===== config.mk =====
export PLATFORM = sky130hd
export DESIGN_NAME = uart_baud_ctrl
export DESIGN_NICKNAME = d
export VERILOG_FILES = /design/src/rtl/uart_pkg.sv /design/src/rtl/uart_quiet_timer.sv /design/src/rtl/uart_baud_ctrl.sv
export SDC_FILE = /design/constraint.sdc
export NUM_CORES = 1
export LEC_CHECK = 0
export ABC_AREA = 1
export BUFFER_PORTS_ARGS = -buffer_cell sky130_fd_sc_hd__buf_4
export CAP_MARGIN = 30
export CORE_MARGIN = 2
export CORE_UTILIZATION = 40
export CTS_CLUSTER_DIAMETER = 100
export DETAILED_ROUTE_END_ITERATION = 10
export PLACE_DENSITY = 0.64
export SYNTH_ARGS = -nofsm -noshare
export SYNTH_HDL_FRONTEND = slang
export SYNTH_SLANG_ARGS = --single-unit

===== constraint.sdc =====
create_clock -name clk -period 2.2 [get_ports clk]
set_clock_uncertainty 0.15 [all_clocks]
set_input_delay 0.11 -clock clk [delete_from_list [all_inputs] [get_ports clk]]
set_output_delay 0.11 -clock clk [all_outputs]
set_load 0.02 [all_outputs]

===== src/rtl/uart_pkg.sv =====
// Shared UART baud-configuration types: reset divisor, FSM state and request-source encodings.
package uart_pkg;

    localparam int unsigned DEFAULT_DIV = 5208;

    typedef enum logic {
        ST_IDLE  = 1'b0,
        ST_DRAIN = 1'b1
    } state_e;

    typedef enum logic {
        SRC_SW = 1'b0,
        SRC_AB = 1'b1
    } src_e;

endpackage


===== src/rtl/uart_quiet_timer.sv =====
// Counts consecutive cycles with TX and RX both idle; flags the edge that completes the quiet window.
module uart_quiet_timer #(
    parameter int QUIET_CYCLES = 16
) (
    input  logic clk,
    input  logic rst_n,
    input  logic clear,
    input  logic tx_idle,
    input  logic rx_idle,
    output logic quiet_hit
);

    logic [7:0] cnt_q;
    logic [7:0] cnt_d;
    logic       both_idle;

    assign both_idle = tx_idle & rx_idle;

    always_comb begin
        cnt_d = cnt_q;
        if (clear || !both_idle) begin
            cnt_d = '0;
        end else if (cnt_q != 8'hFF) begin
            cnt_d = cnt_q + 8'd1;
        end
    end

    always_ff @(posedge clk or negedge rst_n) begin
        if (!rst_n) begin
            cnt_q <= '0;
        end else begin
            cnt_q <= cnt_d;
        end
    end

    // Window completes on the edge that would make the count reach QUIET_CYCLES.
    assign quiet_hit = ~clear & both_idle & (cnt_q == 8'(QUIET_CYCLES - 1));

endmodule


===== src/rtl/uart_baud_ctrl.sv =====
// Baud divisor change controller: sw/ab arbitration, validation, link drain and commit.
// Optional drain abort timer enabled by defining UART_BAUD_TIMEOUT_EN.
module uart_baud_ctrl #(
    parameter int DEFAULT_DIV    = 5208,
    parameter int MIN_DIV        = 16,
    parameter int QUIET_CYCLES   = 16,
    parameter int TIMEOUT_CYCLES = 1048576
) (
    input  logic        clk,
    input  logic        rst_n,
    input  logic        sw_req_valid,
    input  logic [15:0] sw_req_div,
    output logic        sw_req_ready,
    input  logic        ab_req_valid,
    input  logic [15:0] ab_req_div,
    output logic        ab_req_ready,
    input  logic        tx_idle,
    input  logic        rx_idle,
    output logic        tx_hold,
    output logic [15:0] baud_divisor,
    output logic        cfg_busy,
    output logic        cfg_done,
    output logic        cfg_err,
    output logic        cfg_src
);

    import uart_pkg::*;

    if (QUIET_CYCLES < 1 || QUIET_CYCLES > 255 || TIMEOUT_CYCLES < 1) begin : g_bad_cfg
        $error("uart_baud_ctrl: QUIET_CYCLES must be 1..255 and TIMEOUT_CYCLES >= 1");
    end

    state_e      state_q, state_d;
    logic [15:0] div_q, div_d;
    logic [15:0] pdiv_q, pdiv_d;
    logic        src_q, src_d;
    logic        psrc_q, psrc_d;
    logic        hold_q, hold_d;
    logic        done_q, done_d;
    logic        err_q, err_d;

    logic        grant_sw, grant_ab;
    logic [15:0] sel_div;
    logic        sel_src;
    logic        quiet_hit;
    logic        tmo_hit;

    // Fixed priority: sw always wins a tie; the loser keeps valid and retries.
    assign grant_sw     = (state_q == ST_IDLE) & sw_req_valid;
    assign grant_ab     = (state_q == ST_IDLE) & ab_req_valid & ~sw_req_valid;
    assign sw_req_ready = grant_sw;
    assign ab_req_ready = grant_ab;
    assign sel_div      = grant_sw ? sw_req_div : ab_req_div;
    assign sel_src      = grant_sw ? SRC_SW : SRC_AB;

    uart_quiet_timer #(
        .QUIET_CYCLES(QUIET_CYCLES)
    ) u_quiet (
        .clk      (clk),
        .rst_n    (rst_n),
        .clear    (state_q != ST_DRAIN),
        .tx_idle  (tx_idle),
        .rx_idle  (rx_idle),
        .quiet_hit(quiet_hit)
    );

`ifdef UART_BAUD_TIMEOUT_EN
    localparam int TW = $clog2(TIMEOUT_CYCLES + 1);
    logic [TW-1:0] tmr_q;

    always_ff @(posedge clk or negedge rst_n) begin
        if (!rst_n) begin
            tmr_q <= '0;
        end else if (state_q != ST_DRAIN) begin
            tmr_q <= '0;
        end else begin
            tmr_q <= tmr_q + 1'b1;
        end
    end

    assign tmo_hit = (state_q == ST_DRAIN) && (tmr_q == TW'(TIMEOUT_CYCLES - 1));
`else
    assign tmo_hit = 1'b0;
`endif

    always_comb begin
        state_d = state_q;
        div_d   = div_q;
        pdiv_d  = pdiv_q;
        src_d   = src_q;
        psrc_d  = psrc_q;
        hold_d  = hold_q;
        done_d  = 1'b0;
        err_d   = 1'b0;
        case (state_q)
            ST_IDLE: begin
                if (grant_sw || grant_ab) begin
                    if (sel_div < 16'(MIN_DIV)) begin
                        err_d = 1'b1;
                    end else if (sel_div == div_q) begin
                        done_d = 1'b1;
                        src_d  = sel_src;
                    end else begin
                        pdiv_d  = sel_div;
                        psrc_d  = sel_src;
                        hold_d  = 1'b1;
                        state_d = ST_DRAIN;
                    end
                end
            end
            ST_DRAIN: begin
                // Commit takes precedence over a coincident timeout.
                if (quiet_hit) begin
                    div_d   = pdiv_q;
                    src_d   = psrc_q;
                    done_d  = 1'b1;
                    hold_d  = 1'b0;
                    state_d = ST_IDLE;
                end else if (tmo_hit) begin
                    err_d   = 1'b1;
                    hold_d  = 1'b0;
                    state_d = ST_IDLE;
                end
            end
            default: state_d = ST_IDLE;
        endcase
    end

    always_ff @(posedge clk or negedge rst_n) begin
        if (!rst_n) begin
            state_q <= ST_IDLE;
            div_q   <= 16'(DEFAULT_DIV);
            pdiv_q  <= '0;
            src_q   <= 1'b0;
            psrc_q  <= 1'b0;
            hold_q  <= 1'b0;
            done_q  <= 1'b0;
            err_q   <= 1'b0;
        end else begin
            state_q <= state_d;
            div_q   <= div_d;
            pdiv_q  <= pdiv_d;
            src_q   <= src_d;
            psrc_q  <= psrc_d;
            hold_q  <= hold_d;
            done_q  <= done_d;
            err_q   <= err_d;
        end
    end

    assign tx_hold      = hold_q;
    assign baud_divisor = div_q;
    assign cfg_busy     = (state_q != ST_IDLE);
    assign cfg_done     = done_q;
    assign cfg_err      = err_q;
    assign cfg_src      = src_q;

endmodule

### Word level (Yosys, flattened, before mapping)

Index checks and enable logic that the tools add are counted.

| operators by class | value |
|---|---|
| equal/unequal tests | 8 |
| bitwise operators | 10 |
| $lt $le $gt $ge | 1 |
| add/subtract/negate cells | 1 |
| muxes and demuxes | 27 |
| reductions and logical operators | 8 |

Operator list:

| cell | count |
|---|---|
| 1-bit 2-to-1 mux | 19 |
| 16-bit == test | 1 |
| 16-bit by 5-bit < comparator with 1-bit output, second input constant | 1 |
| 16-bit 2-to-1 mux | 1 |
| 8-bit 2-to-1 mux | 2 |
| 4-bit AND reduction | 3 |
| 1-bit one-hot mux with 2 select lines | 5 |
| 8-bit by 1-bit adder with 8-bit output, second input constant | 1 |
| 8-bit by 4-bit == test with 1-bit output, second input constant | 1 |
| 2-bit != test, second input constant | 4 |
| 8-bit != test, second input constant | 1 |
| 1-bit AND | 6 |
| 1-bit NOT | 4 |
| 1-bit logical OR | 2 |
| 2-bit by 1-bit != test with 1-bit output, second input constant | 1 |
| 2-bit AND reduction | 1 |
| 2-bit nonzero test | 1 |
| 1-bit logical NOT | 1 |

| storage, ports and cells | value |
|---|---|
| flip-flop bits (word level) | 46 |
| word-level logic and storage cells | 64 |

### Longest topological paths before layout

| depth | value |
|---|---|
| depth in word-level cells | 8 |
| depth in mapped cells | 15 |

### Hierarchy

Synthesis repeated with hierarchy kept, for this count alone.

| unflattened totals | value |
|---|---|
| cell total of the unflattened synthesis | 375 |
| area, all modules | 2,708.8 um^2 |

Modules (own cells, without submodules):

| module | cells an instance | area an instance (um^2) | times used | seq. area each (um^2) |
|---|---|---|---|---|
| uart_baud_ctrl | 313 | 2,209.6 | 1 | 957.2 |
| uart_quiet_timer | 62 | 499.2 | 1 | 200.2 |

### Least setup slack after synthesis

No wires, ideal clock.

| timing path | value |
|---|---|
| path type | register to register |
| start | register state_q, in the netlist cfg_busy |
| end | register pdiv_q[5] |
| stages on the path, launching flop included | 12 |
| clock period less this slack | 2.069 ns |
| library setup time | 0.119 ns |
| arrival time | 1.800 ns |
| slack | 0.131 ns |
| cell sequence | dfrtp_1 nor2_4 nand2_1 nand2_1 nand2_1 nor2_4 nand2_2 nand3b_2 nand3b_4 buf_6 nand2_1 o21ai_2 |

| between the ends | value |
|---|---|
| cells in the longest elaborated chain, start to end | 6 |
| elaborated cells between the ends (all ways) | 11 |

Ends and longest elaborated chain:

| item | RTL line | RTL |
|---|---|---|
| start: declaration | uart_baud_ctrl.sv:33 | `state_e state_q, state_d;` |
| start signal: assignment | uart_baud_ctrl.sv:140 | `state_q <= state_d;` |
| 1-bit NOT (no source line) * | - |  |
| 1-bit AND * | uart_baud_ctrl.sv:49 | `assign grant_sw = (state_q == ST_IDLE) & sw_req_valid;` |
| net sw_req_ready | uart_baud_ctrl.sv:13 | `output logic sw_req_ready,` |
| 16-bit 2-to-1 mux | uart_baud_ctrl.sv:53 | `assign sel_div = grant_sw ? sw_req_div : ab_req_div;` |
| 16-bit by 5-bit < comparator with 1-bit output / 16-bit == test (equally long branches) | uart_baud_ctrl.sv:98, uart_baud_ctrl.sv:100 |  |
| 1-bit NOT (no source line) | - |  |
| 4-bit AND reduction (no source line) | - |  |
| end signal: assignment | uart_baud_ctrl.sv:142 | `pdiv_q <= pdiv_d;` |
| end: declaration | uart_baud_ctrl.sv:35 | `logic [15:0] pdiv_q, pdiv_d;` |

Mark *: on every way through the listed nets, which the timed path passes. The rest lies on a longest branch.
A chain may end at the register's enable or synchronous reset.

### Worst setup path in the final report

| timing path | value |
|---|---|
| start | register state_q, in the netlist cfg_busy |
| end | register pdiv_q[3] |

| between the ends | value |
|---|---|
| cells in the longest elaborated chain, start to end | 6 |
| elaborated cells between the ends (all ways) | 11 |

Ends and longest elaborated chain:

| item | RTL line |
|---|---|
| 1-bit NOT (no source line) * | - |
| 1-bit AND | uart_baud_ctrl.sv:49 |
| 16-bit 2-to-1 mux | uart_baud_ctrl.sv:53 |
| 16-bit by 5-bit < comparator with 1-bit output / 16-bit == test (equally long branches) | uart_baud_ctrl.sv:98, uart_baud_ctrl.sv:100 |
| 1-bit NOT (no source line) | - |
| 4-bit AND reduction (no source line) | - |

Every way passes the cells marked *; elsewhere a longest branch is shown, timed or not.

==> results.md <==
Worst setup path:
- The required arrival time at the worst endpoint is 2.25 ns.
- The critical path in this run is classified as flip-flop to flip-flop.
- Along the worst path, the maximum fanout reaches 17.
- In this run the register-to-register setup slack is 0.04 ns.
- The kind of end point of the critical path is a flip-flop.
- At the worst endpoint, the arrival time is 2.21 ns.
- The critical path startpoint category is a flip-flop.

GRT:
- The total global routing overflow is 0.
- The first global-routing pass estimated 11100 um of wire.
- The initial antenna violation count is 0.
- Entering global routing, the biggest net connects 47 pins.
- The number of global-route vias before repair came to 2440.
- The total global routing track utilization is 18.4%.

Floorplan:
- The die width is 87.4 um.
- The floorplan has 30 rows.
- The die outline height is 87.4 um.
- The initial cell density of the core is 41.1%.
- The region available for standard cell placement spans 6760 um^2.
- The floorplan step defined a die boundary enclosing 7630 um^2.
- The boundary pin count is 61.

Clock network:
- In this run, CTS created clock tree buffers numbering 5.
- The later pin in the worst-skew pair is clocked with a latency of 0.30 ns.
- The CTS tree is built.
- The maximum level of the CTS H-tree is 2.
- Counting every sink on the clock net gives 46.
- The CTS root buffer is clkbuf_8.
- The longest clock path from root to sink contains 2 buffers.
- After clock tree synthesis, the clock-pin slew on the worst setup and hold paths is 0.09 ns.

Timing:
- Setup repair after global routing could not meet its margin everywhere.
- The transition at the pin with the smallest max-transition slack is 0.590 ns.
- The final critical-path required period is 2.16 ns.
- The upper clock frequency limit is 463 MHz.
- The share of the clock period used by the worst path is 98.1%.
- The worst hold slack after final layout is 0.0278 ns.
- The max-slew violation count was 0.
- The final setup violation count is 0.
- Measured against its own limit, the worst slew margin works out to 60.7%.
- The number of failing hold endpoints at the final stage was 0.

Logic synthesis:
- During synthesis, Yosys emitted a total of 0 warnings.
- The synthesized design contains 46 register bits.
- The number of nets in the synthesized netlist is 416.
- After synthesis, the cell types taking the most area are dfrtp_1 37%, nand2_1 20%, nand3_1 6.7%.
- Synthesis produced a netlist whose cell count is 377.
- The biggest area contributor in the post-synthesis netlist is dfrtp_1.
- For this run, the register share of the synthesized area comes to 41.6%.
- The number of synthesized flops with an enable pin is 0.
- The async set-or-reset flop fraction in the synthesized netlist is 100%.
- The area of the mapped netlist is 2780 um^2.
- The most used flip-flop cell after synthesis is dfrtp_1.
- The fraction of synthesized cell area taken by the top area cell type is 36.9%.
- Each instance of the synthesized netlist takes up on average 7.37 um^2.
- In this run, distinct cell masters in the synthesized netlist total 32.

Cells and area:
- The library cell used most frequently in the layout, excluding fill and tap cells, is nand2_1.
- Summing all non-filler instances in the final layout gives an area of 3620 um^2.
- Of the cells placed in the final design, the portion with a size suffix greater than 1 is 30.1%.
- For this run, the post-layout net count is 496.
- Leaving out fill and tap cells, the most frequent cells in the layout are 140 x nand2_1, 75 x buf_4, 40 x dfrtp_1.
- The number of antenna repair diodes is 0.
- The area growth from synthesis to layout is 30.4%.
- The number of non-filler instances in the completed layout is 538.

Placed design:
- The number of cells after detailed placement is 516.
- The placement-stage cell area is 3340 um^2.
- The estimated wirelength of the detail-placed design is 5030 um.
- At the end of routability-driven placement, the weighted congestion stood at 0.892.
- In this run the tool buffered the top-level ports with 60 buffer cells.

Drt:
- After the first detailed-routing iteration, the DRC count stood at 166.
- After detailed routing, the average wire length per cell comes to 13.6 um.
- Wires add up to 7330 um.
- The pre-antenna-repair detailed-routing pass consisted of 4 iterations.
- Summing over every cut layer, the via total after detailed routing is 2713.
- The routed via count divided by cell count is 5.04.
- The post-detailed-route DRC marker count is 0.
- The count of nets left with antenna violations after detail routing is 0.

Worst hold path:
- The path category of the worst min-delay check is primary input to flip-flop.

Power and ir drop:
- The total power is 1620 uW.
- For this design the static power due to leakage is 0.00196 uW.
- The worst-case IR drop observed on VDD is 0.207 mV.
- Power spread over the standard cell area amounts to 447 nW/um^2.

Run:
- The count of max-cap constraint violations is 0.

Run status:
- The run finished with clean final reports.
[flip-flops by register name (all words and copies together), names as in the netlist]
register / cells
baud_divisor: 16
cfg_busy: 1
cfg_done: 1
cfg_err: 1
cfg_src: 1
pdiv_q: 16
psrc_q: 1
tx_hold: 1
u_quiet.cnt_q: 8
[metrics by stage]
step                worst slack (ns)  TNS, ns  utilization, %
CTS                           0.0156        0            51.1
finish                        0.0413        0            53.6
detailed placement            0.0153        0            49.4
global placement              0.0866        0            49.4
floorplan                      0.131        0               -
global route                 -0.0655   -0.695            53.6
[critical path, stage by stage (launching register included)]
cell      delay [ns]
dfrtp_2         0.45
buf_4           0.16
nor2_4          0.16
nand2_2         0.07
nand2_1         0.10
nand2_1         0.10
nor2_4          0.17
nand2_2         0.10
nand3b_4        0.11
nand3b_4        0.15
buf_12          0.19
nand2_1         0.08
o21ai_2         0.05
[report_power, final]
part           switching, uW  internal, uW
clock                    281           254
sequential              14.6           868
combinational            110          93.0
[routing by layer]
metal	vias to the layer above	GRT usage (%)	wire [um]	part of all wire, %
met1	1265	26.1	3310	45
met3	5	3.22	432	5.9
met5	-	0	0	0
met2	80	28.7	3550	48
li1	1363	-	-	-
met4	0	5.31	42	0.57
[timing repair]
action                                  CTS  global route
endpoints found under the setup margin    5            20
gates resized for setup                   1            17
cloned                                    0             5
hold endpoints to repair                 43             0
pin swaps                                 0             2
hold buffers                              2             0
buffers inserted                          0             7
[Yosys cell counts, drive strengths merged, types with 2 or more instances]
| library cell | number |
|---|---|
| nand2 | 155 |
| dfrtp | 41 |
| inv | 39 |
| nand3 | 37 |
| nor2 | 26 |
| o21ai | 25 |
| nand3b | 20 |
| buf | 10 |
| dfstp | 5 |
| a21oi | 3 |
| nand4 | 3 |
| nor3 | 3 |
| a31oi | 2 |
| clkbuf | 2 |
[final timing paths]
check                           startpoint                to  cells past startpoint
worst min-delay path               tx_idle  u_quiet.cnt_q[0]                      3
max in group asynchronous            rst_n          cfg_busy                      2
worst max register to register    cfg_busy         pdiv_q[3]                     12
worst min register to register   pdiv_q[8]   baud_divisor[8]                      2
worst max-delay path              cfg_busy         pdiv_q[3]                     12
min in group asynchronous            rst_n  u_quiet.cnt_q[6]                      2
[cell families (layout without fill, tap and decap cells)]
logic type,count (synthesis),after routing,synth area share (%)
buffers and inverters,52,130,9.09
xor gates and xnor gates,1,1,0.315
AOI/OAI and AO/OA,32,32,8.10
adders and majority gates,1,1,0.450
DFF,46,46,41.6
and+or+nand+nor,245,248,40.4
[final cells by class]
cell class	instances	area (um^2)
Clock inverter	1	5.00
Inverter	40	155
Fill cell	648	3130
Multi-Input combinational cell	282	1450
Sequential cell	46	1160
Timing Repair Buffer	82	671
Clock buffer	7	86.3
Tap cell	80	100
Note: power is estimated with default switching activity, not from simulation.
